--- config.mk ---
export PLATFORM = sky130hd
export DESIGN_NAME = instr_encoder_flat
export DESIGN_NICKNAME = d
export VERILOG_FILES = /design/src/rtl/instr_encoder_if.sv /design/src/rtl/instr_encoder.sv /design/src/flat_wrapper.sv
export SDC_FILE = /design/constraint.sdc
export NUM_CORES = 1
export LEC_CHECK = 0
export ABC_CLOCK_PERIOD_IN_PS = 4300
export BUFFER_PORTS_ARGS = -buffer_cell sky130_fd_sc_hd__buf_2
export CAP_MARGIN = 20
export CORE_UTILIZATION = 46
export CTS_CLUSTER_SIZE = 16
export DETAILED_ROUTE_END_ITERATION = 6
export PLACE_DENSITY = 0.72
export SLEW_MARGIN = 20
export SYNTH_ARGS = -nofsm -noshare
export SYNTH_HDL_FRONTEND = slang
export SYNTH_SLANG_ARGS = --single-unit
--- constraint.sdc ---
create_clock -name CLK -period 4.3 [get_ports CLK]
set_input_delay 0.43 -clock CLK [delete_from_list [all_inputs] [get_ports CLK]]
set_output_delay 0.43 -clock CLK [all_outputs]
set_load 0.02 [all_outputs]
--- src/rtl/instr_encoder_if.sv ---
// Field-tuple input stream and instruction-memory write bus of instr_encoder.
// master: the environment (producer plus memory); slave: the encoder itself.
interface instr_encoder_if;
   // Field tuple handshake
   logic        in_valid;
   logic        in_ready;
   logic [1:0]  fmt;
   logic [5:0]  opcode;
   logic [4:0]  rs;
   logic [4:0]  rt;
   logic [4:0]  rd;
   logic [4:0]  shamt;
   logic [5:0]  funct;
   logic [15:0] imm;
   logic [25:0] addr;

   // Instruction memory write port
   logic        iwen;
   logic [31:0] iaddr;
   logic [31:0] istore;
   logic        iwait;

   modport master (
      output in_valid, fmt, opcode, rs, rt, rd, shamt, funct, imm, addr, iwait,
      input  in_ready, iwen, iaddr, istore
   );

   modport slave (
      input  in_valid, fmt, opcode, rs, rt, rd, shamt, funct, imm, addr, iwait,
      output in_ready, iwen, iaddr, istore
   );
endinterface

--- src/rtl/instr_encoder.sv ---
// instr_encoder: packs MIPS R/I/J field tuples into 32-bit words, queues them
// in a small FIFO and writes them to instruction memory at consecutive word
// addresses starting from BASE_ADDR.
// Optional build macro INSTR_ENCODER_CKSUM_EN adds a running XOR checksum
// output (cksum) over every completed memory write.
module instr_encoder #(
   parameter int unsigned DEPTH     = 4,
   parameter logic [31:0] BASE_ADDR = 32'h0000_0000
) (
   input  logic           CLK,
   input  logic           RST,
   instr_encoder_if.slave bus,
   input  logic           restart,
   output logic           err,
   output logic           busy
`ifdef INSTR_ENCODER_CKSUM_EN
   ,
   output logic [31:0]    cksum
`endif
);

   localparam int          AW       = $clog2(DEPTH);
   localparam logic [AW:0] FULL_CNT = (AW+1)'(DEPTH);
   localparam logic [AW:0] ONE_CNT  = (AW+1)'(1);

   typedef enum logic {
      S_IDLE  = 1'b0,
      S_WRITE = 1'b1
   } state_t;

   state_t      state_q;
   state_t      state_d;

   // FIFO storage holds only the encoded word; pointers carry one extra wrap bit
   logic [31:0] fifo_mem [DEPTH];
   logic [AW:0] wr_ptr_q;
   logic [AW:0] rd_ptr_q;
   logic [AW:0] rd_ptr_inc;
   logic [AW:0] count;
   logic        full;
   logic        empty;

   logic        restart_pend_q;
   logic        in_ready_w;
   logic        accept;
   logic        push;
   logic [31:0] enc_word;

   logic [31:0] iaddr_q;
   logic [31:0] istore_q;
   logic        err_p1;

   // Write-FSM strobes
   logic        iwen_w;
   logic        done;
   logic        pop;
   logic        flush;
   logic        load_head;
   logic [31:0] head_word;

   function automatic logic [31:0] encode_word(
      input logic [1:0]  f,
      input logic [5:0]  op,
      input logic [4:0]  f_rs,
      input logic [4:0]  f_rt,
      input logic [4:0]  f_rd,
      input logic [4:0]  f_shamt,
      input logic [5:0]  f_funct,
      input logic [15:0] f_imm,
      input logic [25:0] f_addr
   );
      logic [31:0] w;
      case (f)
         2'd0:    w = {op, f_rs, f_rt, f_rd, f_shamt, f_funct};
         2'd1:    w = {op, f_rs, f_rt, f_imm};
         2'd2:    w = {op, f_addr};
         default: w = 32'd0;
      endcase
      return w;
   endfunction

   assign count      = wr_ptr_q - rd_ptr_q;
   assign rd_ptr_inc = rd_ptr_q + ONE_CNT;
   assign full       = (count == FULL_CNT);
   assign empty      = (count == '0);

   // A pending restart also blocks input so nothing lands behind the flush
   assign in_ready_w = !full && !restart && !restart_pend_q;
   assign accept     = bus.in_valid && in_ready_w;
   assign push       = accept && (bus.fmt != 2'd3);

   // Encode the incoming tuple; only the packed word is ever stored
   always_comb begin
      enc_word = encode_word(bus.fmt, bus.opcode, bus.rs, bus.rt, bus.rd,
                             bus.shamt, bus.funct, bus.imm, bus.addr);
   end

   // Write FSM: state register
   always_ff @(posedge CLK) begin
      if (RST) begin
         state_q <= S_IDLE;
      end else begin
         state_q <= state_d;
      end
   end

   // Write FSM: next state; stay in WRITE while another word is ready so writes run back-to-back
   always_comb begin
      state_d = state_q;
      case (state_q)
         S_IDLE: begin
            if (!restart && (!empty || push)) begin
               state_d = S_WRITE;
            end
         end
         S_WRITE: begin
            if (!bus.iwait &&
                (restart || restart_pend_q || ((count <= ONE_CNT) && !push))) begin
               state_d = S_IDLE;
            end
         end
         default: state_d = S_IDLE;
      endcase
   end

   // Write FSM: outputs and strobes; an empty FIFO bypasses the incoming word straight to the bus
   always_comb begin
      iwen_w    = 1'b0;
      done      = 1'b0;
      pop       = 1'b0;
      flush     = 1'b0;
      load_head = 1'b0;
      head_word = enc_word;
      case (state_q)
         S_IDLE: begin
            if (restart) begin
               flush = 1'b1;
            end else if (!empty) begin
               load_head = 1'b1;
               head_word = fifo_mem[rd_ptr_q[AW-1:0]];
            end else if (push) begin
               load_head = 1'b1;
               head_word = enc_word;
            end
         end
         S_WRITE: begin
            iwen_w = 1'b1;
            if (!bus.iwait) begin
               done = 1'b1;
               pop  = 1'b1;
               if (restart || restart_pend_q) begin
                  flush = 1'b1;
               end else if (count > ONE_CNT) begin
                  load_head = 1'b1;
                  head_word = fifo_mem[rd_ptr_inc[AW-1:0]];
               end else if (push) begin
                  load_head = 1'b1;
                  head_word = enc_word;
               end
            end
         end
         default: begin
            iwen_w = 1'b0;
         end
      endcase
   end

   // FIFO storage write; contents are don't-care until a pointer covers them
   always_ff @(posedge CLK) begin
      if (push) begin
         fifo_mem[wr_ptr_q[AW-1:0]] <= enc_word;
      end
   end

   // FIFO pointers, restart tracking, address counter, write data and error pulse
   always_ff @(posedge CLK) begin
      if (RST) begin
         wr_ptr_q       <= '0;
         rd_ptr_q       <= '0;
         restart_pend_q <= 1'b0;
         iaddr_q        <= BASE_ADDR;
         istore_q       <= 32'd0;
         err_p1         <= 1'b0;
      end else begin
         err_p1 <= accept && (bus.fmt == 2'd3);

         if (flush) begin
            wr_ptr_q <= '0;
            rd_ptr_q <= '0;
         end else begin
            if (push) begin
               wr_ptr_q <= wr_ptr_q + ONE_CNT;
            end
            if (pop) begin
               rd_ptr_q <= rd_ptr_inc;
            end
         end

         // A restart seen mid-write waits for the head write to finish
         if (flush) begin
            restart_pend_q <= 1'b0;
         end else if (restart && (state_q == S_WRITE)) begin
            restart_pend_q <= 1'b1;
         end

         if (flush) begin
            iaddr_q <= BASE_ADDR;
         end else if (done) begin
            iaddr_q <= iaddr_q + 32'd4;
         end

         if (load_head) begin
            istore_q <= head_word;
         end
      end
   end

`ifdef INSTR_ENCODER_CKSUM_EN
   logic [31:0] cksum_q;

   // Running XOR of every completed write; a flush starts a fresh program image
   always_ff @(posedge CLK) begin
      if (RST) begin
         cksum_q <= 32'd0;
      end else if (flush) begin
         cksum_q <= 32'd0;
      end else if (done) begin
         cksum_q <= cksum_q ^ istore_q;
      end
   end

   assign cksum = cksum_q;
`endif

   assign bus.in_ready = in_ready_w;
   assign bus.iwen     = iwen_w;
   assign bus.iaddr    = iaddr_q;
   assign bus.istore   = istore_q;
   assign err          = err_p1;
   assign busy         = !empty || iwen_w;

endmodule
--- src/flat_wrapper.sv ---
// flat-port wrapper written by rule: the top's interface ports become plain ports
module instr_encoder_flat 
#(
   parameter int unsigned DEPTH     = 4,
   parameter logic [31:0] BASE_ADDR = 32'h0000_0000
)
  (CLK, RST, restart, err, busy, bus_in_valid, bus_fmt, bus_opcode, bus_rs, bus_rt, bus_rd, bus_shamt, bus_funct, bus_imm, bus_addr, bus_iwait, bus_in_ready, bus_iwen, bus_iaddr, bus_istore);
  instr_encoder_if bus_i ();
  input  logic CLK;
  input  logic RST;
  input  logic restart;
  output logic err;
  output logic busy;
  input wire logic [$bits(bus_i.in_valid)-1:0] bus_in_valid;
  input wire logic [$bits(bus_i.fmt)-1:0] bus_fmt;
  input wire logic [$bits(bus_i.opcode)-1:0] bus_opcode;
  input wire logic [$bits(bus_i.rs)-1:0] bus_rs;
  input wire logic [$bits(bus_i.rt)-1:0] bus_rt;
  input wire logic [$bits(bus_i.rd)-1:0] bus_rd;
  input wire logic [$bits(bus_i.shamt)-1:0] bus_shamt;
  input wire logic [$bits(bus_i.funct)-1:0] bus_funct;
  input wire logic [$bits(bus_i.imm)-1:0] bus_imm;
  input wire logic [$bits(bus_i.addr)-1:0] bus_addr;
  input wire logic [$bits(bus_i.iwait)-1:0] bus_iwait;
  output wire logic [$bits(bus_i.in_ready)-1:0] bus_in_ready;
  output wire logic [$bits(bus_i.iwen)-1:0] bus_iwen;
  output wire logic [$bits(bus_i.iaddr)-1:0] bus_iaddr;
  output wire logic [$bits(bus_i.istore)-1:0] bus_istore;
  assign bus_i.in_valid = bus_in_valid;
  assign bus_i.fmt = bus_fmt;
  assign bus_i.opcode = bus_opcode;
  assign bus_i.rs = bus_rs;
  assign bus_i.rt = bus_rt;
  assign bus_i.rd = bus_rd;
  assign bus_i.shamt = bus_shamt;
  assign bus_i.funct = bus_funct;
  assign bus_i.imm = bus_imm;
  assign bus_i.addr = bus_addr;
  assign bus_i.iwait = bus_iwait;
  assign bus_in_ready = bus_i.in_ready;
  assign bus_iwen = bus_i.iwen;
  assign bus_iaddr = bus_i.iaddr;
  assign bus_istore = bus_i.istore;
  instr_encoder #(.DEPTH(DEPTH), .BASE_ADDR(BASE_ADDR)) u_core (.CLK(CLK), .RST(RST), .bus(bus_i), .restart(restart), .err(err), .busy(busy));
endmodule
==> reports/summary.json <==
{
  "number_of_inserted_diodes": 0,
  "p_leak_nw": 4.16,
  "synth_edf_count": 128,
  "drt-total-wl_um": 26200,
  "outcome": "finished, final reports clean",
  "finClkSkew_ns": 0.0202,
  "final_period_minus_worst_setup_slack_ns": 3.76,
  "wl_per_cell_um": 22.1,
  "ctsResizeCount": 0,
  "worst_path_dominant_cell_family": "compound AO/OA/AOI/OAI gates",
  "avgViaCountPerCell": 6.29,
  "hp-class": "input pin to flop",
  "finalMaxSlewViolations": 0,
  "power.share.clock": 0.395,
  "p_seq_frac": 0.502,
  "cp.required_ns": 4.66,
  "netlist.area_leader.share": 0.377,
  "timing_hold_violations_final": 0,
  "dp_hpwl_um": 17400,
  "global_placer_s_final_weighted_congestion": 0.786,
  "reg_clk_slew_reported_paths_ns": 0.06,
  "synth.avg_cell_area_um2": 13.2,
  "synthesis.area_um2": 10200,
  "netlist-cell-type-count": 65,
  "placementRows": 54,
  "areaGrowthSynthToFinish_pct": 15.5,
  "syn_inst": 773,
  "cts-root-buf": "clkbuf_16",
  "critical_path_class": "flop to flop",
  "power.share.switching": 0.241,
  "pin_count_of_the_biggest_net_entering_global_routing": 35,
  "cell_internal_pwr_mw": 3.23,
  "cp_bufs_invs": 3,
  "numPortBuffers": 146,
  "postSynthRegisterBits": 201,
  "crit_path_max_incr_delay_ns": 0.89,
  "cts_tree": "yes",
  "final.setup.tns_ns": 0,
  "cts_hold_buf": 0,
  "ir_drop_v": 0.000320,
  "worst_hold_slack_ns": 0.164,
  "num_io_pins": 149,
  "drt_pre_antenna_iters": 5,
  "antenna_violations_before_repair": 0,
  "power.net_switching_mw": 1.02,
  "die_area_um2": 22800,
  "cts-buffers-inserted": 21,
  "maxCapViolCount": 0,
  "rr_worst_depth": 9,
  "p_per_area_nw_per_um2": 361,
  "synth_area_leaders": "edfxtp_1 (38%), dfxtp_1 (14%), mux4_2 (14%), a211o_1 (3.3%), mux2i_1 (2.9%)",
  "coreArea_um2": 21800,
  "worst_pin_slew_ns": 1.10,
  "hold-path-cell-count": 2,
  "die_h_um": 151,
  "post-cts-setup-buffer-count": 0,
  "ant_nets": 0,
  "clock.fmax_mhz": 266,
  "clkLatencyLatePin_ns": 0.51,
  "critical_path.most_common_cell": "buf_4",
  "htreeDepth": 1,
  "critPathArrivalTime_ns": 4.13,
  "postLayoutCellArea_um2": 11800,
  "ys_async_sr_fraction": 0,
  "setup_viol_count_final": 0,
  "globalRouteTotalUtil": 0.233,
  "drc_errors": 0,
  "final_layout_size_suffix_gt1_frac": 0.309,
  "path_length_in_cells_of_the_critical_path": 9,
  "grt_setup_unrepaired": "no",
  "timing.critical_path.from_type": "flop",
  "relSlewSlack": 0.269,
  "synth.yosys.seq_area_share": 0.520,
  "die-width_um": 151,
  "synth_flop_cell": "edfxtp_1",
  "ys.warnings.count": 0,
  "cp-end-kind": "flop",
  "vias": 7458,
  "drt_first_iter_violations": 527,
  "via_count_of_the_first_global_routing_pass": 7263,
  "initial_util": 0.469,
  "clockBufferDepth": 3,
  "grt-ovfl-total": 0,
  "cp_slowest_cell": "a21oi_2",
  "combinationalPowerShare": 0.102,
  "placed_area_um2": 11100,
  "worstPathMaxFanout": 27,
  "cts.sinks": 201,
  "path_cells": "inv_1 > ha_1 > fa_1 > xnor3_2 > buf_4 > a21oi_2 > or3_1 > buf_4 > o32ai_1",
  "synth_common_cells": "edfxtp_1 (128), dfxtp_1 (73), mux4_2 (64), nand2_1 (64), clkbuf_1 (41)",
  "layout.nets": 981,
  "netlist.top_cell.by_area": "edfxtp_1",
  "grt_first_pass_wirelength_um": 40500,
  "min_period_over_period": 0.875,
  "synth.most_common_cell": "edfxtp_1"
}
[layout by cell type (no fill, tap or decap), types with 5 or more instances in the layout]
cell type    n
buf_2      146
edfxtp_1   128
dfxtp_1     72
nand2_1     64
mux4_2      64
a211o_1     38
mux2i_1     30
o22ai_1     24
clkbuf_16   21
buf_4       21
nor2_1      18
o2bb2ai_1   16
nand3_1     16
o311ai_0    16
o31ai_1     14
inv_1       13
a21oi_1     13
o211a_1     12
and2_1      11
nand2b_1    11
nor4_1      11
a211oi_1    10
o32ai_1      8
xor2_1       7
or4_1        7
clkbuf_1     7
a22o_1       6
and4_1       6
nand4_1      6
ha_1         6
xnor2_1      5
a32oi_1      5
mux2_2       5
o41ai_1      5
a31oi_1      5
[power by group through the flow]
| stage | Sequential (mW) | Combinational [mW] | Clock (mW) |
|---|---|---|---|
| after detailed placement | 2.18 | 0.432 | 0 |
| after global routing | 2.14 | 0.469 | 1.78 |
| after CTS | 2.14 | 0.435 | 1.71 |
| after global placement | 2.18 | 0.424 | 0 |
| after floorplan | 2.19 | 0.262 | 0 |
| final | 2.14 | 0.435 | 1.68 |
[metal layers]
| layer | wire length (um) | track usage | vias up |
|---|---|---|---|
| li1 | - | - | 3379 |
| met1 | 10700 | 0.305 | 3690 |
| met2 | 13100 | 0.403 | 333 |
| met3 | 1790 | 0.0307 | 56 |
| met4 | 664 | 0.0715 | 0 |
| met5 | 0 | 0 | - |
[worst register-to-register path: cells and delay by family (launching register included)]
kind	cells	cell delay [ns]
AND/OR/NAND/NOR	1	0.37
XOR/XNOR	1	0.43
adder cells (fa/ha/maj)	2	0.61
flip-flops	1	0.40
buffers and inverters	3	0.80
AO/OA/AOI/OAI	2	1.04
[area by class of cell]
type	instances	area (um^2)
multi-input cells	484	4510
fillers	1840	9980
flip-flops and latches	201	5310
clock inverters	6	35.0
well taps	280	350
clock buffers	31	593
inverters	15	56.3
repair buffers	169	920
[registers in the layout, summed over array words and instances, names as in the netlist, named ones only]
register and count:
u_core.bus.iaddr 30, u_core.rd_ptr_q 3, u_core.wr_ptr_q 3, u_core.err 1, u_core.bus.istore 32, u_core.fifo_mem 128, u_core.state_q 1, u_core.restart_pend_q 1
[cells by family after synthesis]
| logic type | Yosys count | share of synthesized area |
|---|---|---|
| flops | 201 | 0.520 |
| compound gates | 194 | 0.156 |
| simple gates | 167 | 0.0841 |
| mux | 99 | 0.176 |
| buf+inv | 89 | 0.0377 |
| xor+xnor | 14 | 0.0150 |
| fa+ha+maj | 8 | 0.0106 |
| other cells | 1 | 0.000368 |
[worst paths after layout]
path	from	slack (ns)	to
setup / recovery	u_core.wr_ptr_q[0]	0.54	u_core.bus.istore[19]
hold reg to reg	u_core.bus.iaddr[31]	0.47	u_core.bus.iaddr[31]
hold / removal	RST	0.16	u_core.state_q
setup reg to reg	u_core.wr_ptr_q[0]	0.54	u_core.bus.istore[19]
[per-stage QoR]
step,util,worst slack [ns],instances,power [mW]
3_3_place_gp,0.512,0.692,1148,2.60
6_report,0.541,0.537,1186,4.25
3_5_place_dp,0.512,0.609,1148,2.61
4_1_cts,0.541,0.571,1185,4.28
5_1_grt,0.541,0.360,1186,4.38
2_1_floorplan,-,1.30,774,2.45
Note: power is estimated with default switching activity, not from simulation.
